$ cat src/rtl/stopwatch_bcd_counter_if.sv
// Stopwatch bundle: slow tick and control pulses in, BCD digits and status out.
// The lap/lap_active pair exists only when STOPWATCH_LAP_EN is defined.
interface stopwatch_bcd_counter_if;
    logic       tick_in;
    logic       start_stop;
    logic       clear;
    logic [3:0] sec_ones;
    logic [3:0] sec_tens;
    logic [3:0] min_ones;
    logic [3:0] min_tens;
    logic       running;
    logic       rollover;
`ifdef STOPWATCH_LAP_EN
    logic       lap;
    logic       lap_active;

    modport master (
        output tick_in, start_stop, clear, lap,
        input  sec_ones, sec_tens, min_ones, min_tens, running, rollover, lap_active
    );
    modport slave (
        input  tick_in, start_stop, clear, lap,
        output sec_ones, sec_tens, min_ones, min_tens, running, rollover, lap_active
    );
`else
    modport master (
        output tick_in, start_stop, clear,
        input  sec_ones, sec_tens, min_ones, min_tens, running, rollover
    );
    modport slave (
        input  tick_in, start_stop, clear,
        output sec_ones, sec_tens, min_ones, min_tens, running, rollover
    );
`endif
endinterface

$ cat src/rtl/stopwatch_bcd_counter.sv
// MM:SS BCD stopwatch counting both edges of the divider toggle; digits step SYNC_STAGES+1 clk after a tick edge.
// STOPWATCH_LAP_EN adds a lap snapshot shown on the digit outputs while lap_active is set.
module stopwatch_bcd_counter #(
    parameter int SYNC_STAGES   = 2,
    parameter int TICKS_PER_SEC = 2
) (
    input  logic                  clk,
    input  logic                  rst,
    stopwatch_bcd_counter_if.slave bus
);
    localparam int PW = (TICKS_PER_SEC > 1) ? $clog2(TICKS_PER_SEC) : 1;
    localparam logic [PW-1:0] PRESC_LAST = PW'(TICKS_PER_SEC - 1);

    typedef enum logic [1:0] {IDLE, RUN, PAUSE} state_t;

    state_t          state;
    state_t          state_nxt;
    logic            running;
    logic [SYNC_STAGES:0] sync;
    logic            tick_ev;
    logic [PW-1:0]   presc;
    logic [3:0]      s1;
    logic [3:0]      s10;
    logic [3:0]      m1;
    logic [3:0]      m10;
    logic            roll;
    logic            count_en;
    logic            sec_step;
    logic            at_max;
    logic [15:0]     live;
    logic [15:0]     shown;

    // Top bit is a history flop behind the synchroniser so either edge yields one tick_ev.
    always_ff @(posedge clk or negedge rst) begin
        if (!rst) sync <= '0;
        else      sync <= {sync[SYNC_STAGES-1:0], bus.tick_in};
    end

    assign tick_ev = sync[SYNC_STAGES] ^ sync[SYNC_STAGES-1];

    always_ff @(posedge clk or negedge rst) begin
        if (!rst) state <= IDLE;
        else      state <= state_nxt;
    end

    always_comb begin
        state_nxt = state;
        if (bus.clear) begin
            state_nxt = IDLE;
        end else if (bus.start_stop) begin
            case (state)
                IDLE:    state_nxt = RUN;
                RUN:     state_nxt = PAUSE;
                PAUSE:   state_nxt = RUN;
                default: state_nxt = IDLE;
            endcase
        end
    end

    always_comb begin
        running = (state == RUN);
    end

    assign count_en = tick_ev && (state == RUN) && !bus.clear;
    assign sec_step = count_en && (presc == PRESC_LAST);
    assign at_max   = (m10 == 4'd9) && (m1 == 4'd9) && (s10 == 4'd5) && (s1 == 4'd9);

    always_ff @(posedge clk or negedge rst) begin
        if (!rst)           presc <= '0;
        else if (bus.clear) presc <= '0;
        else if (count_en)  presc <= sec_step ? '0 : presc + PW'(1);
    end

    always_ff @(posedge clk or negedge rst) begin
        if (!rst) begin
            s1  <= '0;
            s10 <= '0;
            m1  <= '0;
            m10 <= '0;
        end else if (bus.clear) begin
            s1  <= '0;
            s10 <= '0;
            m1  <= '0;
            m10 <= '0;
        end else if (sec_step) begin
            if (s1 != 4'd9) begin
                s1 <= s1 + 4'd1;
            end else begin
                s1 <= '0;
                if (s10 != 4'd5) begin
                    s10 <= s10 + 4'd1;
                end else begin
                    s10 <= '0;
                    if (m1 != 4'd9) begin
                        m1 <= m1 + 4'd1;
                    end else begin
                        m1  <= '0;
                        m10 <= (m10 == 4'd9) ? 4'd0 : m10 + 4'd1;
                    end
                end
            end
        end
    end

    always_ff @(posedge clk or negedge rst) begin
        if (!rst) roll <= 1'b0;
        else      roll <= sec_step && at_max;
    end

    assign live = {m10, m1, s10, s1};

`ifdef STOPWATCH_LAP_EN
    logic        lap_act;
    logic [15:0] snap;

    // A lap pulse toggles the snapshot only while running; clear always drops it.
    always_ff @(posedge clk or negedge rst) begin
        if (!rst) begin
            lap_act <= 1'b0;
            snap    <= '0;
        end else if (bus.clear) begin
            lap_act <= 1'b0;
        end else if (bus.lap && (state == RUN)) begin
            if (!lap_act) begin
                lap_act <= 1'b1;
                snap    <= live;
            end else begin
                lap_act <= 1'b0;
            end
        end
    end

    assign shown          = lap_act ? snap : live;
    assign bus.lap_active = lap_act;
`else
    assign shown = live;
`endif

    assign bus.min_tens = shown[15:12];
    assign bus.min_ones = shown[11:8];
    assign bus.sec_tens = shown[7:4];
    assign bus.sec_ones = shown[3:0];
    assign bus.running  = running;
    assign bus.rollover = roll;
endmodule

$ cat src/flat_wrapper.sv
// flat-port wrapper written by rule: the top's interface ports become plain ports
module stopwatch_bcd_counter_flat 
#(
    parameter int SYNC_STAGES   = 2,
    parameter int TICKS_PER_SEC = 2
)
  (clk, rst, bus_tick_in, bus_start_stop, bus_clear, bus_sec_ones, bus_sec_tens, bus_min_ones, bus_min_tens, bus_running, bus_rollover);
  stopwatch_bcd_counter_if bus_i ();
  input  logic clk;
  input  logic rst;
  input wire logic [$bits(bus_i.tick_in)-1:0] bus_tick_in;
  input wire logic [$bits(bus_i.start_stop)-1:0] bus_start_stop;
  input wire logic [$bits(bus_i.clear)-1:0] bus_clear;
  output wire logic [$bits(bus_i.sec_ones)-1:0] bus_sec_ones;
  output wire logic [$bits(bus_i.sec_tens)-1:0] bus_sec_tens;
  output wire logic [$bits(bus_i.min_ones)-1:0] bus_min_ones;
  output wire logic [$bits(bus_i.min_tens)-1:0] bus_min_tens;
  output wire logic [$bits(bus_i.running)-1:0] bus_running;
  output wire logic [$bits(bus_i.rollover)-1:0] bus_rollover;
  assign bus_i.tick_in = bus_tick_in;
  assign bus_i.start_stop = bus_start_stop;
  assign bus_i.clear = bus_clear;
  assign bus_sec_ones = bus_i.sec_ones;
  assign bus_sec_tens = bus_i.sec_tens;
  assign bus_min_ones = bus_i.min_ones;
  assign bus_min_tens = bus_i.min_tens;
  assign bus_running = bus_i.running;
  assign bus_rollover = bus_i.rollover;
  stopwatch_bcd_counter #(.SYNC_STAGES(SYNC_STAGES), .TICKS_PER_SEC(TICKS_PER_SEC)) u_core (.clk(clk), .rst(rst), .bus(bus_i));
endmodule
$ cat config.mk
export PLATFORM = sky130hd
export DESIGN_NAME = stopwatch_bcd_counter_flat
export DESIGN_NICKNAME = d
export VERILOG_FILES = /design/src/rtl/stopwatch_bcd_counter_if.sv /design/src/rtl/stopwatch_bcd_counter.sv /design/src/flat_wrapper.sv
export SDC_FILE = /design/constraint.sdc
export NUM_CORES = 1
export LEC_CHECK = 0
export BUFFER_PORTS_ARGS = -buffer_cell sky130_fd_sc_hd__buf_2
export CAP_MARGIN = 20
export CORE_MARGIN = 2
export CORE_UTILIZATION = 30
export DETAILED_ROUTE_END_ITERATION = 10
export PLACE_DENSITY_LB_ADDON = 0.05
export SYNTH_ARGS = -nofsm -noshare
export SYNTH_HDL_FRONTEND = slang
export SYNTH_SLANG_ARGS = --single-unit
$ cat constraint.sdc
create_clock -name clk -period 3.76 [get_ports clk]
set_input_delay 0.752 -clock clk [delete_from_list [all_inputs] [get_ports clk]]
set_output_delay 0.752 -clock clk [all_outputs]
set_load 0.005 [all_outputs]
* Yosys cells after proc, flatten, opt, wreduce, memory -nomap -nowiden *
Index checks and enable logic that the tools add are counted.

storage, ports and cells
  flip-flop bits (word level) = 23
  input port bits = 5
  output and inout bits = 18

operators by class
  $add $sub $neg = 5
  eq/ne operators = 12
  mux-type cells = 24
  bitwise logic cells = 1
  reduce and logical (&&, ||, !) cells = 16

operators by type and width
  cell                                                                      number
  4-bit 2-to-1 mux                                                          18
  4-bit by 1-bit adder with 4-bit output (second input constant)            4
  4-bit == test (second input constant)                                     3
  4-bit inequality test (second input constant)                             2
  1-bit logical AND                                                         7
  2-bit inequality test (second input constant)                             3
  2-bit nonzero test                                                        3
  4-bit by 3-bit == test with 1-bit output (second input constant)          1
  2-bit 2-to-1 mux                                                          2
  4-bit by 3-bit inequality test with 1-bit output (second input constant)  1
  2-bit case mux with 2 select lines                                        1
  4-bit AND reduction                                                       1
  1-bit 2-to-1 mux                                                          3
  3-bit AND reduction                                                       1
  2-bit by 1-bit == test with 1-bit output (second input constant)          1
  2-bit == test (second input constant)                                     1
  2-bit logical NOT                                                         1
  2-bit AND reduction                                                       1
  2-bit OR reduction                                                        1
  1-bit adder (second input constant)                                       1
  1-bit logical NOT                                                         1
  1-bit bitwise XOR                                                         1

* Longest topological paths before layout *
Gate-level depths: netlist of run 1.

  depth after elaboration = 7
  gate-level depth with buffers = 7

* Least setup slack after synthesis of run 1 *
OpenSTA, ideal clock, no wires.

  path type = input port to flip-flop
  start point = input port bus_clear
  end point = register u_core.m10[2] (netlist: u_core.bus.min_tens[2])
  setup time = 0.078 ns
  data arrival time = 1.983 ns
  data required time = 3.682 ns
  slack = 1.698 ns
  stages on the path = 5
  buffers on the path = 1
  cell sequence = buf_6 -> and4bb_4 -> nand4_4 -> or4_1 -> a21oi_1

between the ends
  longest elaborated chain between the ends = 5
  elaborated cells between the ends (all ways) = 9
  those cells by class = eq/ne (3); mux (1); reduce/logical (5)

RTL lines
  item                           RTL line                     RTL
  start: declaration             flat_wrapper.sv:13           input wire logic [$bits(bus_i.clear)-1:0] bus_clear;
  1-bit logical NOT              stopwatch_bcd_counter.sv:64  assign count_en = tick_ev && (state == RUN) && !bus.clear;
  1-bit logical AND              stopwatch_bcd_counter.sv:64
  1-bit logical AND              stopwatch_bcd_counter.sv:65  assign sec_step = count_en && (presc == PRESC_LAST);
  2-bit nonzero test (no line)   -
  4-bit AND reduction (no line)  -
  end signal: assignment         stopwatch_bcd_counter.sv:98  m10 <= (m10 == 4'd9) ? 4'd0 : m10 + 4'd1;
  end: declaration               stopwatch_bcd_counter.sv:25  logic [3:0] m10;

Several ways; a longest one is shown, not always the timed one.
A chain may end at the register's enable or synchronous reset.

* Final worst setup path of run 1 *
Same ends and word-level chain as after synthesis.

==> results of run 1 <==
## cells by family (layout without fill, tap and decap cells)
logic type,count (synthesis),after routing,synth area share [%]
AND/OR/NAND/NOR,45,45,23.8
AO/OA/AOI/OAI,24,24,10.8
flip-flops,23,23,47.9
adder cells (fa/ha/maj),8,8,8.33
buffers and inverters,8,31,3.23
XOR/XNOR,5,5,4.27
multiplexers,2,2,1.67
## power by group
| part | internal (mW) | total, mW | switching, mW | leakage, nW |
|---|---|---|---|---|
| Sequential | 0.252 | 0.255 | 0.00368 | 0.313 |
| Clock | 0.0755 | 0.151 | 0.0752 | 0.0228 |
| Combinational | 0.00805 | 0.0235 | 0.0155 | 0.317 |
| Total | 0.335 | 0.430 | 0.0944 | 0.652 |
## registers in the layout (all words and copies together) (netlist names)
register and cells:
u_core.bus.min_ones 4, u_core.bus.min_tens 4, u_core.bus.rollover 1, u_core.bus.sec_ones 4
u_core.bus.sec_tens 4, u_core.presc 1, u_core.state 2, u_core.sync 3
## path summary, 6_finish.rpt
check	startpoint	endpoint	slack [ns]	cells after the start
setup / recovery	bus_clear	u_core.bus.min_tens[2]	1.61	5
hold / removal	u_core.sync[0]	u_core.sync[1]	0.37	0
setup reg to reg	u_core.bus.sec_ones[1]	u_core.bus.min_tens[2]	1.77	6
hold reg to reg	u_core.sync[0]	u_core.sync[1]	0.37	0
max in group asynchronous	rst	u_core.presc	2.95	1
min in group asynchronous	rst	u_core.bus.min_tens[3]	0.46	1
## area by class of cell
cell class / instances / area (um2)
inverter: 5 / 18.8
tap: 48 / 60.1
clock buffer: 4 / 45.0
multi-input combinational: 84 / 587
timing repair buffer: 22 / 110
fill: 391 / 2350
sequential: 23 / 576
## layout by cell type (no fill, tap or decap), types with 2 or more instances in the layout
cell type and n:
a211oi_1 2, a21oi_1 11, and3b_1 4, buf_2 22, clkbuf_8 3, dfrtp_1 23
ha_1 8, inv_1 5, mux2i_1 2, nand2_1 9, nand3_1 4, nand3b_1 2
nor2_1 8, nor2b_1 2, o21ai_0 9, o31ai_1 2, or3_1 5, or4_1 5
xnor2_1 2, xor2_1 2
## routing by layer
metal  track usage [%]  vias up
met3              4.17        5
met2              19.2       14
li1                  -      452
met5                 0        -
met1              16.0      430
met4              3.83        0
## synthesized netlist by cell type (all sizes together) (3+ instances only)
| cell type | count |
|---|---|
| nor2 | 8 |
| o21ai | 9 |
| nand2 | 9 |
| or3 | 5 |
| nand3 | 5 |
| ha | 8 |
| and3b | 4 |
| dfrtp | 23 |
| xor2 | 3 |
| a21oi | 11 |
| or4 | 5 |
| inv | 5 |
## stage by stage
stage               setup slack (ns)  hold slack [ns]  instances
floorplan                       1.70            0.331        115
global placement                1.37            0.345        182
detailed placement              1.32            0.346        182
CTS                             1.60            0.374        186
global route                    1.52            0.381        186
finish                          1.61            0.367        186
==> reports/metrics.csv, run 1 <==
stage;metric;value;unit
timing;max frequency;0.465;GHz
synthesis;register area share after synthesis;47.9;%
cts;clock root buffer;clkbuf_8;
power;worst vdd ir;0.207;mV
cts;Hold-fix buffers, CTS;0;
synthesis;Area contributors post-synth;dfrtp_1 (48%), ha_1 (8.3%), a21oi_1 (4.6%);
global_route;vias in the first global route;857;
timing;clk_skew;0.00339;ns
detailed_routing;DR WL/cell;12.8;um
cts;Clk Latency, worst-skew pair;0.26;ns
cts;Num CTS Buffers;3;
detailed_routing;via count;901;
cts;CTS tree;built;
detailed_routing;met3 routed WL;106;um
detailed_routing;Via density;4.84;
worst_setup_path;worst path required time;3.95;ns
placement;gpl congestion;0.745;
cts;clk slew on worst S/H paths;0.08;ns
die;IO Pins;23;
global_route;Tot GR Track Use;12.3;%
detailed_routing;1st-iter DRT viols;31;
final_layout;Ant. Diodes;0;
power;Power per Cell Area;308;mW/mm2
global_route;initial antenna violation count;0;
worst_setup_path;WP buf/inv;1;
worst_setup_path;largest stage delay on the critical path;0.56;ns
detailed_routing;# DRC;0;
detailed_routing;Detail Route Antenna Nets;0;
worst_setup_path;CP top delay family;simple AND/OR/NAND/NOR gates;
timing;fin crit period;2.15;ns
synthesis;Synth top area share;47.9;%
die;core area;0.00374;mm2
timing;final hold violation count;0;
die;Die H;67.3;um
synthesis;synthesized net count;128;
worst_setup_path;Critical Path Fanout Max;19;
placement;Post-DP Area;0.00135;mm2
synthesis;Distinct cells, synth;28;
detailed_routing;highest metal used;met4;
synthesis;fraction of registers with async set/reset;100;%
synthesis;area leader, netlist;dfrtp_1;
timing;RSZ-0062 raised after global routing;false;
power;Tot Pwr;0.430;mW
final_layout;final net count;152;
placement;Buffers on Ports;22;
detailed_routing;Post-Route M1 WL;1150;um
worst_setup_path;crit path kind;in -> reg;
cts;CTS resizes;0;
timing;Slew Limit Fails;0;
worst_setup_path;Slowest-stage cell, CP;or4_1;
detailed_routing;WL met2;1100;um
worst_setup_path;type of origin of the critical path;input port;
synthesis;mapped cell area;0.00120;mm2
run_status;status;finished, final reports clean;
synthesis;Yosys warnings;0;
global_route;first-pass GRT wire length;4110;um
final_layout;post-route cell area;0.00140;mm2
placement;DP HPWL;1680;um
die;Die ar.;0.00453;mm2
worst_setup_path;CP Cell Sequence;buf_2, and4bb_4, nand4_4, or4_1, a21oi_1;
job;Max-Cap Viols;0;
timing;fin crit share;57.1;%
power;Pleak;0.652;nW
die;FP Rows;22;
die;Initial Util;32.1;%
worst_setup_path;crit path DAT;2.34;ns
die;die width;67.3;um
cts;CTS Buffer Depth;2;
synthesis;Yosys reg bits;23;
detailed_routing;routed wire length;2380;um
synthesis;cell count after synthesis;115;
synthesis;ys flop type;dfrtp_1;
timing;Rel. slew slack;64.9;%
cts;post-CTS setup buffer count;0;
cts;htree depth;1;
global_route;pin count of the biggest net entering global routing;24;
global_route;GR Overflow Total;0;
synthesis;syn_area_per_cell;10.4;um2
detailed_routing;Pre-Repair DR Iteration Count;3;
timing;Worst Max-Slew Pin Slew;0.527;ns
timing;setup TNS;0;ns
synthesis;Post-synth EDFFs;0;
cts;clock sink count;23;
worst_setup_path;Worst setup EP type;flop;
final_layout;Layout area overhead;16.3;%
final_layout;Layout Utilization;37.3;%
final_layout;ratio of cells with drive above 1 in the final layout;21.0;%
min_path;Min-Delay Path Class;reg -> reg;
timing;Setup-failing EPs final;0;
No activity file was read; power rests on OpenSTA's default activity.
==> run 2: changes to the inputs <==
==> constraint.sdc (replaced) <==
create_clock -name clk -period 2.1 [get_ports clk]
set_input_delay 0.42 -clock clk [delete_from_list [all_inputs] [get_ports clk]]
set_output_delay 0.42 -clock clk [all_outputs]
set_load 0.005 [all_outputs]
==> run 2 against run 1 <==
Effect of this change: count of clock-buffer cells in the layout unchanged; sequential cell count unchanged; clock skew down 0.0017 ns; critical path type is now reg -> reg.
==> reports/metrics.csv, run 2 (synthesized netlist as in run 1, its figures left out) <==
stage;metric;value;unit
timing;max frequency;0.522;GHz
cts;htree depth;1;
final_layout;Fill cells;401;
worst_setup_path;CP Cell Sequence;ha_1, and3b_1, nand4_4, or4_1, a21oi_1;
cts;Hold-fix buffers, CTS;0;
timing;Slew Limit Fails;0;
timing;Rel. slew slack;65.5;%
detailed_routing;Via density;4.90;
timing;fin crit share;91.2;%
die;die width;67.3;um
worst_setup_path;Critical Path Fanout Max;16;
cts;CTS tree;built;
placement;DP HPWL;1680;um
min_path;Min-Delay Path Class;in -> async;
timing;Setup-failing EPs final;0;
cts;Clk Latency, worst-skew pair;0.26;ns
timing;clk_skew;0.00169;ns
final_layout;Ant. Diodes;0;
final_layout;commonest non-fill, non-tap cell in the layout;dfrtp_1;
detailed_routing;# DRC;0;
die;core area;0.00374;mm2
die;Die H;67.3;um
detailed_routing;routed wire length;2380;um
worst_setup_path;crit path DAT;2.11;ns
worst_setup_path;type of origin of the critical path;flop;
power;worst vdd ir;0.305;mV
power;Pleak;0.657;nW
die;FP Rows;22;
die;Initial Util;32.1;%
cts;post-CTS setup buffer count;0;
global_route;Tot GR Track Use;12.0;%
cts;CTS resizes;0;
worst_setup_path;Worst setup EP type;flop;
job;Max-Cap Viols;0;
detailed_routing;Pre-Repair DR Iteration Count;4;
global_route;GR Overflow Total;0;
cts;clock root buffer;clkbuf_8;
power;Power per Cell Area;549;mW/mm2
cts;Num CTS Buffers;3;
detailed_routing;Detail Route Antenna Nets;0;
final_layout;most frequent cells in the layout;dfrtp_1 (23), buf_2 (22), a21oi_1 (11);
timing;fin crit period;1.92;ns
final_layout;final net count;153;
detailed_routing;via count;917;
worst_setup_path;worst path required time;2.29;ns
cts;CTS Buffer Depth;2;
detailed_routing;DR WL/cell;12.7;um
final_layout;Layout Utilization;37.5;%
worst_setup_path;largest stage delay on the critical path;0.56;ns
placement;Buffers on Ports;22;
run_status;status;finished, final reports clean;
global_route;vias in the first global route;856;
global_route;pin count of the biggest net entering global routing;24;
timing;Worst Max-Slew Pin Slew;0.517;ns
worst_setup_path;crit path kind;reg -> reg;
placement;gpl congestion;0.736;
cts;clock sink count;23;
detailed_routing;1st-iter DRT viols;22;
global_route;initial antenna violation count;0;
die;IO Pins;23;
timing;setup TNS;0;ns
final_layout;Layout area overhead;17.0;%
timing;final hold violation count;0;
timing;RSZ-0062 raised after global routing;false;
worst_setup_path;Slowest-stage cell, CP;or4_1;
global_route;first-pass GRT wire length;4110;um
final_layout;ratio of cells with drive above 1 in the final layout;22.3;%
cts;clk slew on worst S/H paths;0.08;ns
die;Die ar.;0.00453;mm2
==> run 2: changes by cell type in the layout (fill, tap and decap cells not counted) <==
| cell | delta |
|---|---|
| and3b_1 | -1 |
| and3b_2 | +1 |
| buf_4 | +1 |
==> run 2: through the flow <==
step | cells | hold WS, ns | total power [mW] | worst slack (ns) | cell area, um2
5_1_grt | 187 | 0.149 | 0.817 | 0.0300 | 1410
4_1_cts | 187 | 0.140 | 0.789 | 0.110 | 1400
3_5_place_dp | 183 | 0.337 | 0.511 | 0.127 | 1360
6_report | 187 | 0.124 | 0.772 | 0.185 | 1410
3_3_place_gp | 183 | 0.341 | 0.512 | 0.186 | 1360
2_1_floorplan | 115 | 0.124 | 0.490 | 0.370 | 1200
==> run 2: final timing paths <==
path	from	endpoint	slack, ns	depth (start not counted)
worst max-delay path	u_core.bus.sec_tens[0]	u_core.bus.min_tens[2]	0.18	5
max in group asynchronous	rst	u_core.bus.sec_ones[2]	1.63	1
worst min-delay path	rst	u_core.bus.min_tens[1]	0.12	1
worst min register to register	u_core.sync[0]	u_core.sync[1]	0.35	0
worst max register to register	u_core.bus.sec_tens[0]	u_core.bus.min_tens[2]	0.18	5
min in group clk	bus_tick_in	u_core.sync[0]	0.26	1
==> run 2: layer usage <==
metal | part of all wire (%) | wire [um] | track usage [%] | up-vias
met5 | 0 | 0 | 0 | -
met4 | 0.84 | 20 | 3.06 | 0
li1 | - | - | - | 455
met2 | 44 | 1050 | 18.4 | 15
met3 | 4.0 | 95 | 3.50 | 2
met1 | 51 | 1210 | 16.6 | 445
==> run 2: critical path: cells and delay by family (launching register included) <==
kind	cells	cell delay, ns
simple gates	3	1.06
flops	1	0.45
compound gates	1	0.14
fa+ha+maj	1	0.19
==> run 2: area by class of cell <==
type,instances,area (um2),share of cell area [%]
clock buffers,4,45.0,3.21
inverters,5,18.8,1.34
multi-input cells,84,588,41.9
flip-flops and latches,23,576,41.0
well taps,48,60.1,4.27
repair buffers,23,118,8.37
==> run 2: power breakdown <==
group / internal [mW] / switching (mW)
Clock: 0.135 / 0.136
Sequential: 0.451 / 0.00660
Combinational: 0.0156 / 0.0284
